### config.mk
export PLATFORM = sky130hd
export DESIGN_NAME = fifo_dual_pop_flat
export DESIGN_NICKNAME = d
export VERILOG_FILES = /design/src/rtl/fifo_dual_pop_if.sv /design/src/rtl/fifo_dual_pop.sv /design/src/flat_wrapper.sv
export SDC_FILE = /design/constraint.sdc
export NUM_CORES = 1
export LEC_CHECK = 0
export CAP_MARGIN = 20
export CELL_PAD_IN_SITES_DETAIL_PLACEMENT = 0
export CELL_PAD_IN_SITES_GLOBAL_PLACEMENT = 1
export CORE_MARGIN = 4
export CORE_UTILIZATION = 30
export CTS_CLUSTER_DIAMETER = 100
export DETAILED_ROUTE_END_ITERATION = 16
export PLACE_DENSITY = 0.52
export SLEW_MARGIN = 40
export SYNTH_ARGS = -nofsm -noshare
export SYNTH_HDL_FRONTEND = slang
export SYNTH_SLANG_ARGS = --single-unit
### constraint.sdc
create_clock -name clk -period 5.8 [get_ports clk]
set_input_delay 0.87 -clock clk [delete_from_list [all_inputs] [get_ports clk]]
set_output_delay 0.87 -clock clk [all_outputs]
set_load 0.005 [all_outputs]
### src/rtl/fifo_dual_pop_if.sv
// Push/dual-pop handshake bundle for fifo_dual_pop; master drives requests, slave returns data and status.
// All signals are sampled or launched on the rising edge of the FIFO clock.
interface fifo_dual_pop_if #(
   parameter int DATA_WIDTH = 32,
   parameter int ADDR_WIDTH = 5
);
   logic                  push;
   logic [DATA_WIDTH-1:0] data_in;
   logic                  pop0;
   logic                  pop1;
   logic [DATA_WIDTH-1:0] data_out0;
   logic [DATA_WIDTH-1:0] data_out1;
   logic                  valid0;
   logic                  valid1;
   logic [ADDR_WIDTH:0]   count;
   logic                  empty;
   logic                  full;
   logic                  drop;

   modport master (
      output push, data_in, pop0, pop1,
      input  data_out0, data_out1, valid0, valid1, count, empty, full, drop
   );

   modport slave (
      input  push, data_in, pop0, pop1,
      output data_out0, data_out1, valid0, valid1, count, empty, full, drop
   );
endinterface

### src/rtl/fifo_dual_pop.sv
// FIFO that pops one or two oldest entries per cycle; popped data is registered, one-cycle latency.
// No backpressure: pushes into a full FIFO are rejected and flagged by drop, pops beyond occupancy are ignored.
module fifo_dual_pop #(
   parameter int DATA_WIDTH = 32,
   parameter int ADDR_WIDTH = 5,
   parameter int RAM_DEPTH  = 1 << ADDR_WIDTH
) (
   input  logic           clk,
   input  logic           reset,
   fifo_dual_pop_if.slave bus
);
   typedef logic [ADDR_WIDTH-1:0] ptr_t;
   typedef logic [ADDR_WIDTH:0]   cnt_t;

   localparam cnt_t DEPTH_C = cnt_t'(RAM_DEPTH);
   localparam cnt_t CAP_C   = cnt_t'(RAM_DEPTH - 1);
   localparam cnt_t ONE_C   = cnt_t'(1);
   localparam cnt_t TWO_C   = cnt_t'(2);

   logic [DATA_WIDTH-1:0] mem [RAM_DEPTH];

   ptr_t                  wr_ptr;
   ptr_t                  rd_ptr;
   ptr_t                  rd_ptr_p1;
   cnt_t                  count_q;
   cnt_t                  rd_step;
   cnt_t                  wr_step;
   logic                  full_c;
   logic                  empty_c;
   logic                  write;
   logic                  read0;
   logic                  read1;
   logic [DATA_WIDTH-1:0] data_out0_q;
   logic [DATA_WIDTH-1:0] data_out1_q;
   logic                  valid0_q;
   logic                  valid1_q;
   logic                  drop_q;

   // Step is at most 2, so the sum always fits one bit above the pointer width.
   function automatic ptr_t ptr_add(input ptr_t p, input cnt_t step);
      cnt_t sum;
      sum = cnt_t'(p) + step;
      if (sum >= DEPTH_C) begin
         sum = sum - DEPTH_C;
      end
      return sum[ADDR_WIDTH-1:0];
   endfunction

   assign full_c    = (count_q == CAP_C);
   assign empty_c   = (count_q == '0);
   assign write     = bus.push && !full_c;
   assign read0     = bus.pop0 && (count_q >= ONE_C);
   assign read1     = bus.pop0 && bus.pop1 && (count_q >= TWO_C);
   assign rd_ptr_p1 = ptr_add(rd_ptr, ONE_C);
   assign rd_step   = read1 ? TWO_C : (read0 ? ONE_C : '0);
   assign wr_step   = write ? ONE_C : '0;

   // Storage is left unreset; slots are only observable after being written.
   always_ff @(posedge clk) begin
      if (write) begin
         mem[wr_ptr] <= bus.data_in;
      end
   end

   always_ff @(posedge clk or posedge reset) begin
      if (reset) begin
         wr_ptr      <= '0;
         rd_ptr      <= '0;
         count_q     <= '0;
         data_out0_q <= '0;
         data_out1_q <= '0;
         valid0_q    <= 1'b0;
         valid1_q    <= 1'b0;
         drop_q      <= 1'b0;
      end else begin
         if (write) begin
            wr_ptr <= ptr_add(wr_ptr, ONE_C);
         end
         if (read0) begin
            data_out0_q <= mem[rd_ptr];
         end
         if (read1) begin
            data_out1_q <= mem[rd_ptr_p1];
         end
         rd_ptr   <= ptr_add(rd_ptr, rd_step);
         count_q  <= count_q + wr_step - rd_step;
         valid0_q <= read0;
         valid1_q <= read1;
         drop_q   <= bus.push && full_c;
      end
   end

   assign bus.data_out0 = data_out0_q;
   assign bus.data_out1 = data_out1_q;
   assign bus.valid0    = valid0_q;
   assign bus.valid1    = valid1_q;
   assign bus.count     = count_q;
   assign bus.empty     = empty_c;
   assign bus.full      = full_c;
   assign bus.drop      = drop_q;
endmodule

### src/flat_wrapper.sv
// flat-port wrapper written by rule: the top's interface ports become plain ports
module fifo_dual_pop_flat 
#(
   parameter int DATA_WIDTH = 32,
   parameter int ADDR_WIDTH = 5,
   parameter int RAM_DEPTH  = 1 << ADDR_WIDTH
)
  (clk, reset, bus_push, bus_data_in, bus_pop0, bus_pop1, bus_data_out0, bus_data_out1, bus_valid0, bus_valid1, bus_count, bus_empty, bus_full, bus_drop);
  fifo_dual_pop_if #(.DATA_WIDTH(DATA_WIDTH), .ADDR_WIDTH(ADDR_WIDTH)) bus_i ();
  input  logic clk;
  input  logic reset;
  input wire logic [$bits(bus_i.push)-1:0] bus_push;
  input wire logic [$bits(bus_i.data_in)-1:0] bus_data_in;
  input wire logic [$bits(bus_i.pop0)-1:0] bus_pop0;
  input wire logic [$bits(bus_i.pop1)-1:0] bus_pop1;
  output wire logic [$bits(bus_i.data_out0)-1:0] bus_data_out0;
  output wire logic [$bits(bus_i.data_out1)-1:0] bus_data_out1;
  output wire logic [$bits(bus_i.valid0)-1:0] bus_valid0;
  output wire logic [$bits(bus_i.valid1)-1:0] bus_valid1;
  output wire logic [$bits(bus_i.count)-1:0] bus_count;
  output wire logic [$bits(bus_i.empty)-1:0] bus_empty;
  output wire logic [$bits(bus_i.full)-1:0] bus_full;
  output wire logic [$bits(bus_i.drop)-1:0] bus_drop;
  assign bus_i.push = bus_push;
  assign bus_i.data_in = bus_data_in;
  assign bus_i.pop0 = bus_pop0;
  assign bus_i.pop1 = bus_pop1;
  assign bus_data_out0 = bus_i.data_out0;
  assign bus_data_out1 = bus_i.data_out1;
  assign bus_valid0 = bus_i.valid0;
  assign bus_valid1 = bus_i.valid1;
  assign bus_count = bus_i.count;
  assign bus_empty = bus_i.empty;
  assign bus_full = bus_i.full;
  assign bus_drop = bus_i.drop;
  fifo_dual_pop #(.DATA_WIDTH(DATA_WIDTH), .ADDR_WIDTH(ADDR_WIDTH), .RAM_DEPTH(RAM_DEPTH)) u_core (.clk(clk), .reset(reset), .bus(bus_i));
endmodule
After elaboration in Yosys (flattened, before gate mapping)

Memories as Yosys holds them, arrays and structs flattened. A register that Yosys moved wholly into a read port is not among the register bits.
Cells that the tools add are included.
W data, S select, Z words.

Register bits: 19
RAM bits: 1024
Input port bits: 37
Word-level logic and storage cells: 36
Memories: 1

Memory list:

| memory     | depth | width | rd ports | clocked after Yosys merged registers in | write ports | RTL line            | source |
|---|---|---|---|---|---|---|---|
| u_core.mem | 32    | 32    | 2        | 2                                       | 1           | fifo_dual_pop.sv:20 | `logic [DATA_WIDTH-1:0] mem [RAM_DEPTH];` |

Add/subtract/negate cells: 8
Magnitude comparators: 5
Eq/ne operators: 1
Mux-type cells: 8
Reductions and logical operators: 7

Operator list:

| kind                  | number |
|---|---|
| $ge A6 B6 Y1 const B  | 3 |
| $mux W5               | 3 |
| $sub A5 B1 Y5 const B | 3 |
| $add A5 B1 Y6 const B | 2 |
| $add A5 B6 Y6         | 1 |
| $add A6 B6 Y6         | 1 |
| $eq A6 B5 Y1 const B  | 1 |
| $ge A6 B1 Y1 const B  | 1 |
| $ge A6 B2 Y1 const B  | 1 |
| $logic_not A6 Y1      | 1 |
| $mux W6               | 1 |
| $sub A6 B6 Y6         | 1 |
| $logic_and A1 B1 Y1   | 5 |
| $mux W1               | 4 |
| $logic_not A1 Y1      | 1 |

Longest topological paths before layout

Depth after elaboration: 7
Mapped depth: 18
Depth with buffers taken out: 17

Worst setup path after synthesis

No wires, ideal clock.

Path kind: in2reg
Start: input bus_push
End: memory u_core.mem[31][0] (enable)
Library setup time: 0.421 ns
Data arrival time: 2.937 ns
Path slack: 2.442 ns
Stages on the path: 5
Buffers on the path: 2
Cells stage by stage: nor2b_1 -> clkbuf_1 -> nand2_1 -> clkbuf_1 -> nor2_1

Cells in the longest elaborated chain, start to end: 3

Ends and longest elaborated chain:

| item                          | RTL line            | source |
|---|---|---|
| start, declared               | flat_wrapper.sv:12  | `input wire logic [$bits(bus_i.push)-1:0] bus_push;` |
| $logic_and A1 B1 Y1           | fifo_dual_pop.sv:51 | `assign write = bus.push && !full_c;` |
| via u_core.write              | fifo_dual_pop.sv:30 | `logic write;` |
| $mux W1                       | fifo_dual_pop.sv:60 | `if (write) begin` |
| $mux W1 (not written as such) | fifo_dual_pop.sv:61 | `mem[wr_ptr] <= bus.data_in;` |
| end, declared                 | fifo_dual_pop.sv:20 |  |

The timed path passes the listed nets, and every way through them passes these cells.

==> metrics.txt <==
maximum number of pins on one net before global-route repair between 100 and 150; count of boundary I/O pins between 100 and 150; setup fix buffers added after clock tree synthesis 0; Yosys top cell by area sky130_fd_sc_hd__edfxtp_1; critical path, cell by cell buf_4, buf_4, mux2i_1, a22o_1, a221oi_1, o221ai_1, o21ai_0; Hold Path Depth 1; CTS tree built; number of hold violations in the final report 0; post-route DRC violation count 0; Post-Route Setup TNS 0 ps; cell chosen for the clock root sky130_fd_sc_hd__clkbuf_16; Die Y roughly 420 um; Syn. warnings 0; area of the core 0.1697 mm^2; mean routed wirelength per cell approximately 31 um; Synth cell types 47; Peak supply drop approximately 640 uV; transition at the pin with the smallest max-transition slack 886.9 ps; DIE AREA ~0.18 mm^2; Tot GR Track Use 0.1901; power density over the cells 577.4 mW/mm^2; Tot Pwr between 30000 and 40000 uW; Die Width 421.3 um; iteration-0 DRC count of the detailed router 2498; min-delay src bus_data_in[2]; Inserted Clock Buffers between 100 and 150; buffer levels on the longest clock path 3; antenna violation net count after detailed routing 0; total number of vias between 30000 and 40000; highest net fanout along the worst path between 50 and 60; global route total overflow 0; number of I/O port buffers ~110; total nets after synthesis approximately 3000; library cell appearing most often on the critical path sky130_fd_sc_hd__buf_4; ANT cells 0; global-route wire length before repair between 200000 and 250000 um; Static Leak roughly 0.02 uW; maximum cell stage delay along the critical path 780 ps; final cycle utilization of the critical path 0.6247; worst setup path start u_core.rd_ptr[0]$_DFF_PP0_; RSZ-0062 raised after global routing false; element type at the critical path end register; antenna violations before repair 3; Total Nets Final between 3000 and 4000; achievable clock frequency between 0.2 and 0.3 GHz; Fillers about 16000; Hold/Removal Path Class in -> reg; largest cells by area after synthesis sky130_fd_sc_hd__edfxtp_1 (60%), sky130_fd_sc_hd__mux4_2 (16%), sky130_fd_sc_hd__mux2i_1 (6.7%); average cell area after synthesis between 15 and 20 um^2; site row count 151; worst rel slew slack 0.4081; cell with the largest stage delay on the worst path sky130_fd_sc_hd__buf_4; DPL Wire Length 109400 um; CP arrival about 4300 ps; largest clock skew in the final design between 30 and 40 ps; share of synthesized area occupied by flip-flops and latches 0.6407; # Max-Cap Violations 0; clock-pin slew on the worst setup and hold paths 60 ps; Crit path required time around 6500 ps; post-detailed-route via-to-cell ratio 5.548; via count of the first global-routing pass about 32000; post-cts repair resize count 0; CTS HTree Levels 4; critical path class reg -> reg; count of cells along the worst register-to-register path 7; worst-skew pair later-pin latency between 700 and 800 ps; weighted congestion at the end of routability-driven global placement 0.7882; layout cells sized above 1 0.2458; first drt pass iteration count 6; post-synthesis cell count roughly 3000; Yosys top cell area share 0.6002; P&R area growth vs syn 17.19%; Worst Setup Start Kind register; source of the worst register-to-register timing path u_core.rd_ptr[0]$_DFF_PP0_; Routed Wire Length 171700 um; final critical delay including setup and external delays around 3600 ps; synthesis-stage register bit count 1107; register-to-register path setup slack 2180 ps; outcome complete, no violations; Clock Sink Count 1107; starting utilization of the core area 0.3020; total standard cell area after synthesis just over 0.05 mm^2; hold buffer count at cts 0; setup-violating endpoint count in the final report 0; number of max-slew violations in the final report 0
==> per-stage QoR <==
step	util	hold slack, ps	setup slack, ps	cells	instance area (um^2)
6_report	0.3539	459.5	2177	5460	60040
3_5_place_dp	0.3285	471.1	1866	5220	55740
2_1_floorplan	-	472.6	2442	2986	51240
5_1_grt	0.3539	409.0	1992	5460	60040
3_3_place_gp	0.3261	463.4	1799	5199	55330
4_1_cts	0.3537	409.3	2109	5459	60010
==> report_power, final <==
part	total (uW)	switching (uW)	leakage [uW]	internal, uW
Sequential	10200	695	0.0102	9490
Combinational	16300	9400	0.00778	6870
Clock	8220	3340	0.00210	4870
Total	34700	13400	0.0201	21200
==> worst max-delay path, delay by kind of cell (launching register included) <==
kind / cells / cell delay [ps]
flip-flops: 1 / 760
multiplexers: 1 / 160
AO/OA/AOI/OAI: 4 / 1060
buffers and inverters: 2 / 1450
==> routing by layer <==
metal,vias to the layer above,track usage,share of wire
li1,12629,-,-
met1,16453,0.2475,0.42
met2,954,0.3271,0.50
met3,258,0.02915,0.045
met4,0,0.05915,0.030
met5,-,0,0
==> placed cells by master (no fill, tap or decap), drive strengths merged, types with 34 or more instances in the layout <==
master | Yosys | layout
a221oi | 42 | 42
mux2i | 344 | 344
dfrtp | 83 | 83
o22ai | 50 | 50
a22oi | 54 | 54
a22o | 60 | 60
and2 | 34 | 34
clkdlybuf4s50 | 0 | 97
mux4 | 356 | 356
clkinv | 0 | 44
nand3 | 103 | 103
a21oi | 52 | 52
a211oi | 50 | 50
clkbuf | 98 | 172
buf | 139 | 157
edfxtp | 1024 | 1024
o21ai | 53 | 53
nand2 | 175 | 175
nor2 | 103 | 103
==> sequential cells by signal (all words and copies together) (netlist names) <==
name,cells
u_core.bus.count,6
u_core.bus.data_out0,32
u_core.bus.data_out1,32
u_core.bus.drop,1
u_core.bus.valid0,1
u_core.bus.valid1,1
u_core.mem,1024
u_core.rd_ptr,5
u_core.wr_ptr,5
==> area by class of cell <==
class,instances,area (um^2),share of cell area
sequential,1107,32840,0.5470
multi-input combinational,1621,17500,0.2914
clock buffer,172,3631,0.06047
inverter,21,83.83,0.001396
timing repair buffer,254,2572,0.04285
tap,2218,2775,0.04622
clock inverter,67,638.1,0.01063
==> cells in the mapped netlist, drive strengths merged <==
library cell / count
a21bo: 1
nor3: 2
o221ai: 14
clkbuf: 98
buf: 139
o21ai: 53
nor2b: 5
mux2: 32
ha: 20
xnor2: 10
nor3b: 1
a22oi: 54
edfxtp: 1024
o31ai: 33
or3b: 3
a41o: 1
a311oi: 1
nand3b: 5
mux4: 356
a221oi: 42
a21oi: 52
nand4: 1
xor2: 3
inv: 21
o21bai: 1
or2: 1
nand3: 103
and4: 1
a21boi: 2
nor2: 103
nand2b: 2
mux2i: 344
or3: 2
a211oi: 50
dfrtp: 83
and2: 34
nand2: 175
a21o: 2
o22ai: 50
fa: 2
a22o: 60
==> cells by family after synthesis <==
kind of cell | synth area share
AOI/OAI and AO/OA | 0.05766
xor gates and xnor gates | 0.002222
adders and majority gates | 0.005666
buffers and inverters | 0.02535
DFF | 0.6407
muxes | 0.2307
and+or+nand+nor | 0.03768
==> final timing paths <==
| kind | endpoint |
|---|---|
| worst max-delay path | u_core.bus.data_out0[10]$_DFFE_PP0N_ |
| worst min-delay path | u_core.mem[10][2]$_DFFE_PP_ |
| worst max register to register | u_core.bus.data_out0[10]$_DFFE_PP0N_ |
| worst min register to register | u_core.bus.data_out1[10]$_DFFE_PP0P_ |
| max in group asynchronous | u_core.bus.data_out1[9]$_DFFE_PP0P_ |
| min in group asynchronous | u_core.bus.data_out0[26]$_DFFE_PP0N_ |
Note: power is estimated with default switching activity, not from simulation.
